`src/rtl/id_ex_pipe_reg_pkg.sv`:
```
// Shared core definitions for the ID/EX boundary: widths, ALU command codes
// and the packed control word carried from decode into execute.
package id_ex_pipe_reg_pkg;

    localparam int unsigned DATA_W     = 32;
    localparam int unsigned REG_ADDR_W = 4;
    localparam int unsigned CMD_W      = 4;

    // ALU command encodings driven by the decoder into EXE
    typedef enum logic [CMD_W-1:0] {
        EXE_MOV = 4'b0001,
        EXE_MVN = 4'b1001,
        EXE_ADD = 4'b0010,
        EXE_ADC = 4'b0011,
        EXE_SUB = 4'b0100,
        EXE_SBC = 4'b0101,
        EXE_AND = 4'b0110,
        EXE_ORR = 4'b0111,
        EXE_EOR = 4'b1000
    } exe_cmd_e;

    // Decoded control word; the upper six bits are the ones that must be
    // zero whenever the slot holds a bubble.
    typedef struct packed {
        logic             valid;
        logic             wb_en;
        logic             mem_r_en;
        logic             mem_w_en;
        logic             b;
        logic             s;
        logic             imm;
        logic [CMD_W-1:0] exe_cmd;
    } id_ex_ctrl_t;

    localparam int unsigned CTRL_W    = $bits(id_ex_ctrl_t);
    localparam int unsigned QUAL_W    = 6;
    localparam int unsigned CTRL_DP_W = CTRL_W - QUAL_W;

endpackage

```
`src/rtl/id_ex_pipe_reg_field.sv`:
```
// Generic pipeline field register: reset > freeze (hold) > clear (zero) > load.
module pipe_field_reg #(
    parameter int unsigned WIDTH = 1
) (
    input  logic             clk,
    input  logic             rst,
    input  logic             freeze,
    input  logic             clear,
    input  logic [WIDTH-1:0] d,
    output logic [WIDTH-1:0] q
);

    logic [WIDTH-1:0] q_d;
    logic [WIDTH-1:0] q_q;

    // Next value: hold while frozen, otherwise zero or capture
    always_comb begin
        q_d = q_q;
        if (!freeze) begin
            q_d = clear ? '0 : d;
        end
    end

    // State register with synchronous reset that overrides freeze
    always_ff @(posedge clk) begin
        if (rst) begin
            q_q <= '0;
        end else begin
            q_q <= q_d;
        end
    end

    assign q = q_q;

endmodule

```
`src/rtl/id_ex_pipe_reg.sv`:
```
// ID/EX pipeline register: captures decoded control, operands, immediates and
// PC, presenting them to EXE one cycle later with freeze, flush and bubble
// qualification.
module id_ex_pipe_reg #(
    parameter int unsigned DATA_W     = 32,
    parameter int unsigned REG_ADDR_W = 4,
    parameter int unsigned CMD_W      = 4
) (
    input  logic                  clk,
    input  logic                  rst,
    input  logic                  freeze,
    input  logic                  flush,
    input  logic                  id_valid,
    input  logic [DATA_W-1:0]     id_pc,
    input  logic [DATA_W-1:0]     id_val_rn,
    input  logic [DATA_W-1:0]     id_val_rm,
    input  logic [REG_ADDR_W-1:0] id_dest,
    input  logic [REG_ADDR_W-1:0] id_src1,
    input  logic [REG_ADDR_W-1:0] id_src2,
    input  logic [CMD_W-1:0]      id_exe_cmd,
    input  logic                  id_wb_en,
    input  logic                  id_mem_r_en,
    input  logic                  id_mem_w_en,
    input  logic                  id_b,
    input  logic                  id_s,
    input  logic                  id_imm,
    input  logic [11:0]           id_shift_operand,
    input  logic [23:0]           id_signed_imm_24,
    input  logic                  id_carry,
    output logic                  ex_valid,
    output logic [DATA_W-1:0]     ex_pc,
    output logic [DATA_W-1:0]     ex_val_rn,
    output logic [DATA_W-1:0]     ex_val_rm,
    output logic [REG_ADDR_W-1:0] ex_dest,
    output logic [REG_ADDR_W-1:0] ex_src1,
    output logic [REG_ADDR_W-1:0] ex_src2,
    output logic [CMD_W-1:0]      ex_exe_cmd,
    output logic                  ex_wb_en,
    output logic                  ex_mem_r_en,
    output logic                  ex_mem_w_en,
    output logic                  ex_b,
    output logic                  ex_s,
    output logic                  ex_imm,
    output logic [11:0]           ex_shift_operand,
    output logic [23:0]           ex_signed_imm_24,
    output logic                  ex_carry
);

    import id_ex_pipe_reg_pkg::*;

    localparam int unsigned WORD_CMD_W = $bits(id_ex_ctrl_t) - QUAL_W - 1;
    localparam int unsigned DP_W       = 3 * DATA_W + 3 * REG_ADDR_W + 12 + 24 + 1;

    id_ex_ctrl_t           ctrl_d;
    id_ex_ctrl_t           ctrl_q;
    logic [QUAL_W-1:0]     qual_q;
    logic [CTRL_DP_W-1:0]  ctrl_dp_q;
    logic                  qual_clear;
    logic [DP_W-1:0]       dp_d;
    logic [DP_W-1:0]       dp_q;

    // Pack the decoded control bits into the shared control word
    always_comb begin
        ctrl_d          = '0;
        ctrl_d.valid    = id_valid;
        ctrl_d.wb_en    = id_wb_en;
        ctrl_d.mem_r_en = id_mem_r_en;
        ctrl_d.mem_w_en = id_mem_w_en;
        ctrl_d.b        = id_b;
        ctrl_d.s        = id_s;
        ctrl_d.imm      = id_imm;
        ctrl_d.exe_cmd  = WORD_CMD_W'(id_exe_cmd);
    end

    // Side-effect bits are killed both by a flush and by a hazard bubble
    assign qual_clear = flush | ~id_valid;

    pipe_field_reg #(.WIDTH(QUAL_W)) u_ctrl_qual (
        .clk    (clk),
        .rst    (rst),
        .freeze (freeze),
        .clear  (qual_clear),
        .d      (ctrl_d[CTRL_W-1 -: QUAL_W]),
        .q      (qual_q)
    );

    // imm and exe_cmd behave as datapath: zeroed on flush only
    pipe_field_reg #(.WIDTH(CTRL_DP_W)) u_ctrl_dp (
        .clk    (clk),
        .rst    (rst),
        .freeze (freeze),
        .clear  (flush),
        .d      (ctrl_d[CTRL_DP_W-1:0]),
        .q      (ctrl_dp_q)
    );

    assign dp_d = {id_pc, id_val_rn, id_val_rm, id_dest, id_src1, id_src2,
                   id_shift_operand, id_signed_imm_24, id_carry};

    pipe_field_reg #(.WIDTH(DP_W)) u_data (
        .clk    (clk),
        .rst    (rst),
        .freeze (freeze),
        .clear  (flush),
        .d      (dp_d),
        .q      (dp_q)
    );

    assign ctrl_q = {qual_q, ctrl_dp_q};

    assign ex_valid    = ctrl_q.valid;
    assign ex_wb_en    = ctrl_q.wb_en;
    assign ex_mem_r_en = ctrl_q.mem_r_en;
    assign ex_mem_w_en = ctrl_q.mem_w_en;
    assign ex_b        = ctrl_q.b;
    assign ex_s        = ctrl_q.s;
    assign ex_imm      = ctrl_q.imm;
    assign ex_exe_cmd  = CMD_W'(ctrl_q.exe_cmd);

    assign {ex_pc, ex_val_rn, ex_val_rm, ex_dest, ex_src1, ex_src2,
            ex_shift_operand, ex_signed_imm_24, ex_carry} = dp_q;

endmodule

```
`config.mk`:
```
export PLATFORM = sky130hd
export DESIGN_NAME = id_ex_pipe_reg
export DESIGN_NICKNAME = d
export VERILOG_FILES = /design/src/rtl/id_ex_pipe_reg_pkg.sv /design/src/rtl/id_ex_pipe_reg_field.sv /design/src/rtl/id_ex_pipe_reg.sv
export SDC_FILE = /design/constraint.sdc
export NUM_CORES = 1
export LEC_CHECK = 0
export BUFFER_PORTS_ARGS = -buffer_cell sky130_fd_sc_hd__buf_2
export CORE_AREA = 2 2 124 126
export DETAILED_ROUTE_END_ITERATION = 8
export DIE_AREA = 0 0 126 128
export PLACE_DENSITY_LB_ADDON = 0.15
export SLEW_MARGIN = 20
export SYNTH_ARGS = -nofsm -noshare
export SYNTH_HDL_FRONTEND = slang
export SYNTH_SLANG_ARGS = --single-unit
```
`constraint.sdc`:
```
create_clock -name clk -period 1.4 [get_ports clk]
set_clock_uncertainty 0.1 [all_clocks]
set_input_delay 0.28 -clock clk [delete_from_list [all_inputs] [get_ports clk]]
set_output_delay 0.28 -clock clk [all_outputs]
set_load 0.01 [all_outputs]
```
* Yosys cells after proc, flatten, opt, wreduce, memory -nomap -nowiden
Cells that the tools add are included.
** Storage, ports and cells
- Register bits :: 156
- Bits of input ports :: 160
- Output and inout bits :: 156
- Word-level logic and storage cells :: 8
** Cells by class
- Muxes and demuxes :: 3
- Bitwise operators :: 2
** Operators with widths (number)
- 2-to-1 mux 145 bit :: 1
- 2-to-1 mux 6 bit :: 1
- 2-to-1 mux 5 bit :: 1
- inverter 1 bit :: 1
- OR 1 bit :: 1

* Depth between registers and ports, before layout
Gate-level depths: netlist (run 1).
- Depth after elaboration :: 3
- Depth in mapped cells :: 5
- Mapped depth without buffers :: 2

* Cells and area by module
Synthesis (run 1) repeated with hierarchy kept, for this count alone.
** Unflattened totals
- Cell total of the unflattened synthesis :: 692
- Area, all modules :: 6439.9 sq um
** Modules (own cells, without submodules)
- pipe_field_reg (u_data) :: instances 1, cells each 645, area each 5998.3 sq um
- pipe_field_reg (u_ctrl_qual) :: instances 1, cells each 25, area each 236.5 sq um
- pipe_field_reg (u_ctrl_dp) :: instances 1, cells each 21, area each 198.9 sq um
- id_ex_pipe_reg :: instances 1, cells each 1, area each 6.3 sq um

* Worst setup path before layout (run 1)
Ideal clock, no wire load.
- Path kind :: in2reg
- From :: in flush
- To :: reg u_data.q_q[10], in the netlist u_data.q[10]
- Library setup time :: 0.070 ns
- Arrival :: 1.050 ns
- Data required time :: 1.230 ns
- Slack :: 0.180 ns
- Stages on the path :: 4
- Cell sequence :: buf_2 -> clkbuf_1 -> or3b_1 -> a21oi_1
** Between the ends
- Longest elaborated chain between the ends :: 1
** RTL lines
- start, declared :: RTL line id_ex_pipe_reg.sv:12 : input logic flush,
- 2-to-1 mux 145 bit :: RTL line id_ex_pipe_reg_field.sv:20 : q_d = clear ? '0 : d;
- end signal, assigned :: RTL line id_ex_pipe_reg_field.sv:29 : q_q <= q_d;
- end, declared :: RTL line id_ex_pipe_reg_field.sv:14 : logic [WIDTH-1:0] q_q;
Every way passes these cells.
A chain may end at the register's enable or synchronous reset.

* Final worst setup path (run 1)
- From :: reg u_ctrl_qual.q_q[5], in the netlist u_ctrl_qual.q[5]
- To :: out ex_valid
** RTL lines
- start, declared :: RTL line id_ex_pipe_reg_field.sv:14
- start signal, assigned :: RTL line id_ex_pipe_reg_field.sv:29
- end, declared :: RTL line id_ex_pipe_reg.sv:30 : output logic ex_valid,
No word-level cell between the ends.

==> results of run 1 <==
[power by group]
part,internal (mW),switching (mW),total [mW]
sequential,4.61,0.0795,4.69
clock,2.71,1.90,4.61
combinational,0.576,0.570,1.15
total,7.89,2.55,10.4
[logic make-up (layout without fill, tap and decap cells)]
family                 count (synthesis)  in the layout
AO/OA/AOI/OAI                        156            156
buffers and inverters                 68            385
flip-flops                           156            156
other                                  0              1
AND/OR/NAND/NOR                      312            312
[cells in the mapped netlist]
library cell    n
a21oi_1       156
dfxtp_1       156
nand2_1       156
or3b_1        140
clkbuf_1       36
buf_2          17
buf_6          12
or3b_2         11
nand4bb_1       5
buf_4           3
[worst max-delay path by stage]
stage | end | slack, ns | cells past startpoint
6_report | ex_valid | 0.07 | 1
5_1_grt | ex_carry | 0.04 | 1
4_1_cts | ex_valid | 0.05 | 1
3_5_place_dp | u_data.q[10]$_SDFFE_PP0N_ | -0.09 | 4
3_3_place_gp | u_data.q[70]$_SDFFE_PP0N_ | -0.07 | 4
2_1_floorplan | u_data.q[10]$_SDFFE_PP0N_ | 0.18 | 4
[per-stage QoR]
stage	area (sq um)	power [mW]	TNS, ns
2_1_floorplan	6246	5.386	0
3_3_place_gp	8114	5.932	-5.292
3_5_place_dp	8114	5.937	-6.944
4_1_cts	8712	10.58	0
5_1_grt	8712	10.92	0
6_report	8715	10.44	0
[worst register-to-register path, delay by kind of cell (launching register included)]
kind               cells  cell delay, ns
AOI/OAI and AO/OA      1            0.12
and+or+nand+nor        1            0.07
DFF                    1            0.38
[cell type report]
class	instances	area, sq um	share of cell area, %
diodes	1	2.502	0.02871
clock buffers	18	439.2	5.039
clock inverters	14	158.9	1.823
multi-input cells	468	2745	31.50
flip-flops and latches	156	3123	35.84
well taps	188	235.2	2.699
repair buffers	353	2011	23.07
[flip-flops by register name (all words and copies together), names as in the netlist]
register / flops
u_data.q: 145
u_ctrl_dp.q: 5
u_ctrl_qual.q: 6
[routing by layer]
metal	GRT usage (%)	share of wire, %	vias to the layer above
met2	34.28	47	219
li1	-	-	2997
met3	7.346	8.5	40
met5	0	0.075	-
met1	25.29	41	2599
met4	10.15	3.3	2
==> flow_summary_export.csv, run 1 <==
group,metric,value,unit
layout,final_nets,1156,
sta,max_slew_margin,65.22,%
sta,rsz0062_at_grt,"false",
synth,synth_top_family_by_area,"simple AND/OR/NAND/NOR gates",
critical_path,startpoint_type,"flip-flop",
power,p_per_area,1198,nW/um^2
drt,wl_per_cell,14.48,microns
synth,ys_ff_latch,156,
global_routing,grt_pass1_wl,27580,microns
layout,syn_to_final_growth,39.52,%
global_routing,grt_max_degree,60,
drt,routed_wirelength,17340,microns
floorplanning,start_util,42.02,%
min_path,hold_start,"id_b",
floorplanning,placementRows,45,
global_routing,overflow,0,
synth,ys_seq_area_share,50.00,%
place,place.gp.congestion,0.7889,
floorplanning,io_pins,316,
power,p_leak,3.954,nW
floorplanning,die_w,126,microns
synth,synthCells,692,
floorplanning,die_height,128,microns
drt,vias,5857,
critical_path,critPathSlowestCell,"dfxtp_1",
critical_path,critPathRequiredTime,1.02,ns
clock_tree,cts_max_level,4,
floorplanning,core-area,14860,sq um
clock_tree,clockBufferDepth,2,
sta,slew_viol_final,0,
place,place.detailed.instances,1165,
drt,drtPass1Iterations,4,
layout,final_common_cell,"buf_2",
synth,synthAdderAreaFrac,0,%
sta,period_share,95.03,%
critical_path,r2r_start,"u_ctrl_qual.q[5]$_SDFFE_PP0N_",
synth,syn_area_per_cell,9.026,sq um
critical_path,arrival,0.95,ns
power,peakVddDrop,0.7118,mV
clock_tree,ctsResizeCount,0,
synth,synth_top_cell_area_share,50.00,%
sta,worstMarginPinSlew,0.5218,ns
synth,yosys.area.top_type,"dfxtp_1",
clock_tree,path_clk_slew,0.07,ns
synth,yosys.cell_types.count,10,
critical_path,slowest_delay,0.38,ns
clock_tree,clkLatencyLatePin,0.42,ns
drt,drtIter0Drc,228,
synth,ys_warn_count,0,
clock_tree,postCtsSetupBuffers,0,
sta,hold_viol,0,
critical_path,cp-startpoint,"u_ctrl_qual.q[5]$_SDFFE_PP0N_",
layout,stdcell_count,1198,
synth,synth_area,6246,sq um
global_routing,antenna_found_initial,1,
min_path,whs_path_depth,3,
critical_path,crit_fanout,2,
clock_tree,numCtsBuffers,17,
drt,ant_nets,0,
clock_tree,clockRootBuffer,"clkbuf_16",
layout,drive_above_1_share,39.25,%
critical_path,reg2reg_depth,2,
layout,fillers,1406,
sta,setup_slack,0.06963,ns
flow_run,maxCapViolations,0,
layout,fin_util,58.63,%
outcome,outcome,"finished clean",
layout,layout_common_cells,"buf_2, nand2_1, a21oi_1, dfxtp_1, or3b_1",
critical_path,critPathCaptureType,"primary output",
synth,synthSimpleGateAreaFrac,31.45,%
synth,synth_xor_area_share,0,%
critical_path,path_class,"reg2out",
clock_tree,hold_buffers,0,
critical_path,cp.buffers_inverters,1,
critical_path,r2r_end,"u_ctrl_qual.q[5]$_SDFFE_PP0N_",
sta,period_needed,1.330,ns
critical_path,crit_chain,"buf_2",
clock_tree,numClockSinks,156,
global_routing,grt.total_usage,21.19,%
place,dp_hpwl,12570,microns
sta,finalSetupViolCount,0,
synth,synth_compound_area_share,12.50,%
global_routing,grt_pass1_vias,5517,
sta,whs,0.04132,ns
drt,drc,0,
synth,syn_nets,852,
place,portBuffers,315,
sta,max_freq,0.7517,GHz
synth,muxShareOfSynthArea,0,%
min_path,holdPathEnd,"u_ctrl_qual.q[1]$_SDFFE_PP0N_",
critical_path,r2r_setup_slack,0.67,ns
floorplanning,dieArea,16130,sq um
min_path,min_path_type,"in2reg",
clock_tree,cts_tree,"done",
drt,vias_per_cell,4.889,
place,dpl_worst_slack,-0.09296,ns
synth,synth_area_leaders,"dfxtp_1, or3b_1, a21oi_1",
critical_path,crit_family,"flip-flops",
(Power assumes the default switching activity.)
==> inputs of run 2 (changes only) <==
--- a/config.mk
+++ b/config.mk
@@ -10,6 +10,7 @@
 export DETAILED_ROUTE_END_ITERATION = 8
 export DIE_AREA = 0 0 126 128
 export PLACE_DENSITY_LB_ADDON = 0.15
+export SETUP_SLACK_MARGIN = 0.15
 export SLEW_MARGIN = 20
 export SYNTH_ARGS = -nofsm -noshare
 export SYNTH_HDL_FRONTEND = slang
==> run 2 against run 1 <==
Clock power about the same. Sequential share of layout area shrank 2.8 points. Total power increased by 3.1%. Combinational power up 19%. Wire length grew 8.4%. Sequential power rose by 1%. Register-to-register slack worse by 0.09 ns. Non-clock buffer count increased by 20. Global-route usage up 1.4 points. Critical endpoint unchanged.
==> flow_summary_export.csv, run 2 (synthesized netlist as in run 1, its figures left out) <==
group,metric,value,unit
clock_tree,clockBufferDepth,2,
layout,stdcell_area,10030,sq um
sta,setup_slack,0.1309,ns
floorplanning,placementRows,45,
sta,period_share,90.65,%
clock_tree,cts_max_level,4,
layout,largest_reg_flops,145,
clock_tree,hold_buffers,0,
sta,rsz0062_at_grt,"true",
sta,finalSetupViolCount,0,
critical_path,cp.buffers_inverters,1,
critical_path,startpoint_type,"flip-flop",
clock_tree,clockRootBuffer,"clkbuf_16",
global_routing,grt_max_degree,60,
critical_path,crit_fanout,2,
critical_path,arrival,0.89,ns
place,dp_hpwl,12570,microns
layout,final_common_cell,"buf_6",
critical_path,critPathSlowestCell,"dfxtp_2",
sta,max_freq,0.7879,GHz
critical_path,crit_chain,"buf_6",
sta,slew_viol_final,0,
critical_path,critPathCaptureType,"primary output",
power,p_per_area,1074,nW/um^2
global_routing,grt_pass1_vias,5861,
global_routing,grt.total_usage,22.56,%
floorplanning,dieArea,16130,sq um
place,place_area,8114,sq um
layout,syn_to_final_growth,60.64,%
sta,hold_viol,0,
clock_tree,numCtsBuffers,17,
drt,vias_per_cell,4.983,
drt,ant_nets,0,
floorplanning,die_w,126,microns
critical_path,path_class,"reg2out",
clock_tree,clkLatencyLatePin,0.41,ns
critical_path,crit_family,"flip-flops",
power,peakVddDrop,0.7188,mV
outcome,outcome,"finished clean",
min_path,min_path_type,"in2reg",
floorplanning,core-area,14860,sq um
sta,max_slew_margin,64.60,%
flow_run,maxCapViolations,0,
sta,whs,0.03323,ns
drt,routed_wirelength,18800,microns
layout,final_nets,1176,
place,dpl_worst_slack,-0.09296,ns
drt,drc,0,
clock_tree,numClockSinks,156,
sta,period_needed,1.269,ns
global_routing,grt_pass1_wl,29290,microns
drt,wl_per_cell,15.45,microns
power,p_leak,4.255,nW
layout,layout_common_cells,"buf_6, nand2_1, a21oi_1, buf_2, dfxtp_2",
layout,antenna_cells,0,
critical_path,critPathRequiredTime,1.02,ns
clock_tree,cts_tree,"done",
layout,fillers,1206,
clock_tree,path_clk_slew,0.07,ns
sta,worstMarginPinSlew,0.5310,ns
drt,drtIter0Drc,233,
place,place.gp.congestion,0.7889,
drt,vias,6064,
layout,fin_util,67.50,%
place,portBuffers,315,
floorplanning,io_pins,316,
critical_path,slowest_delay,0.36,ns
floorplanning,die_height,128,microns
drt,drtPass1Iterations,5,
floorplanning,start_util,42.02,%
layout,drive_above_1_share,55.59,%
global_routing,overflow,0,
global_routing,antenna_found_initial,1,
==> run 2: repair_timing <==
action / in CTS / in global routing
gates resized for setup: 320 / 0
endpoints found under the setup margin: 156 / 156
buffers inserted: 2 / 18
endpoints found under the hold margin: 0 / 0
==> run 2: power by group <==
part,switching [mW],internal (mW)
registers,0.121,4.64
logic,0.591,0.784
clock network,1.93,2.71
total,2.64,8.13
==> run 2: metrics by stage <==
stage                     power [mW]  cells  setup TNS (ns)
final                          10.77   1217               0
after global routing           11.22   1217               0
after CTS                      10.84   1199               0
after detailed placement       5.937   1165          -6.944
after global placement         5.932   1165          -5.292
after floorplan                5.386    692               0
==> run 2: area by class of cell <==
type | instances | area [sq um] | area share [%]
Clock buffer | 18 | 439.2 | 4.377
Clock inverter | 14 | 158.9 | 1.584
Multi-Input combinational cell | 468 | 2745 | 27.36
Sequential cell | 156 | 3318 | 33.07
Tap cell | 188 | 235.2 | 2.344
Timing Repair Buffer | 373 | 3137 | 31.26
==> run 2: worst paths after layout <==
kind | startpoint | endpoint | slack (ns) | cells past startpoint
max reg2reg | u_data.q[76]$_SDFFE_PP0N_ | u_data.q[76]$_SDFFE_PP0N_ | 0.58 | 3
min reg2reg | u_data.q[138]$_SDFFE_PP0N_ | u_data.q[138]$_SDFFE_PP0N_ | 0.36 | 2
max | u_ctrl_qual.q[5]$_SDFFE_PP0N_ | ex_valid | 0.13 | 1
min | id_s | u_ctrl_qual.q[0]$_SDFFE_PP0N_ | 0.03 | 3
==> run 2: per-layer routing <==
layer / up-vias / GRT usage, % / share of wire [%]
met5: - / 0 / 0.069
met4: 2 / 10.15 / 3.1
met3: 42 / 7.888 / 7.8
met2: 223 / 38.24 / 49
met1: 2750 / 25.71 / 40
li1: 3047 / - / -
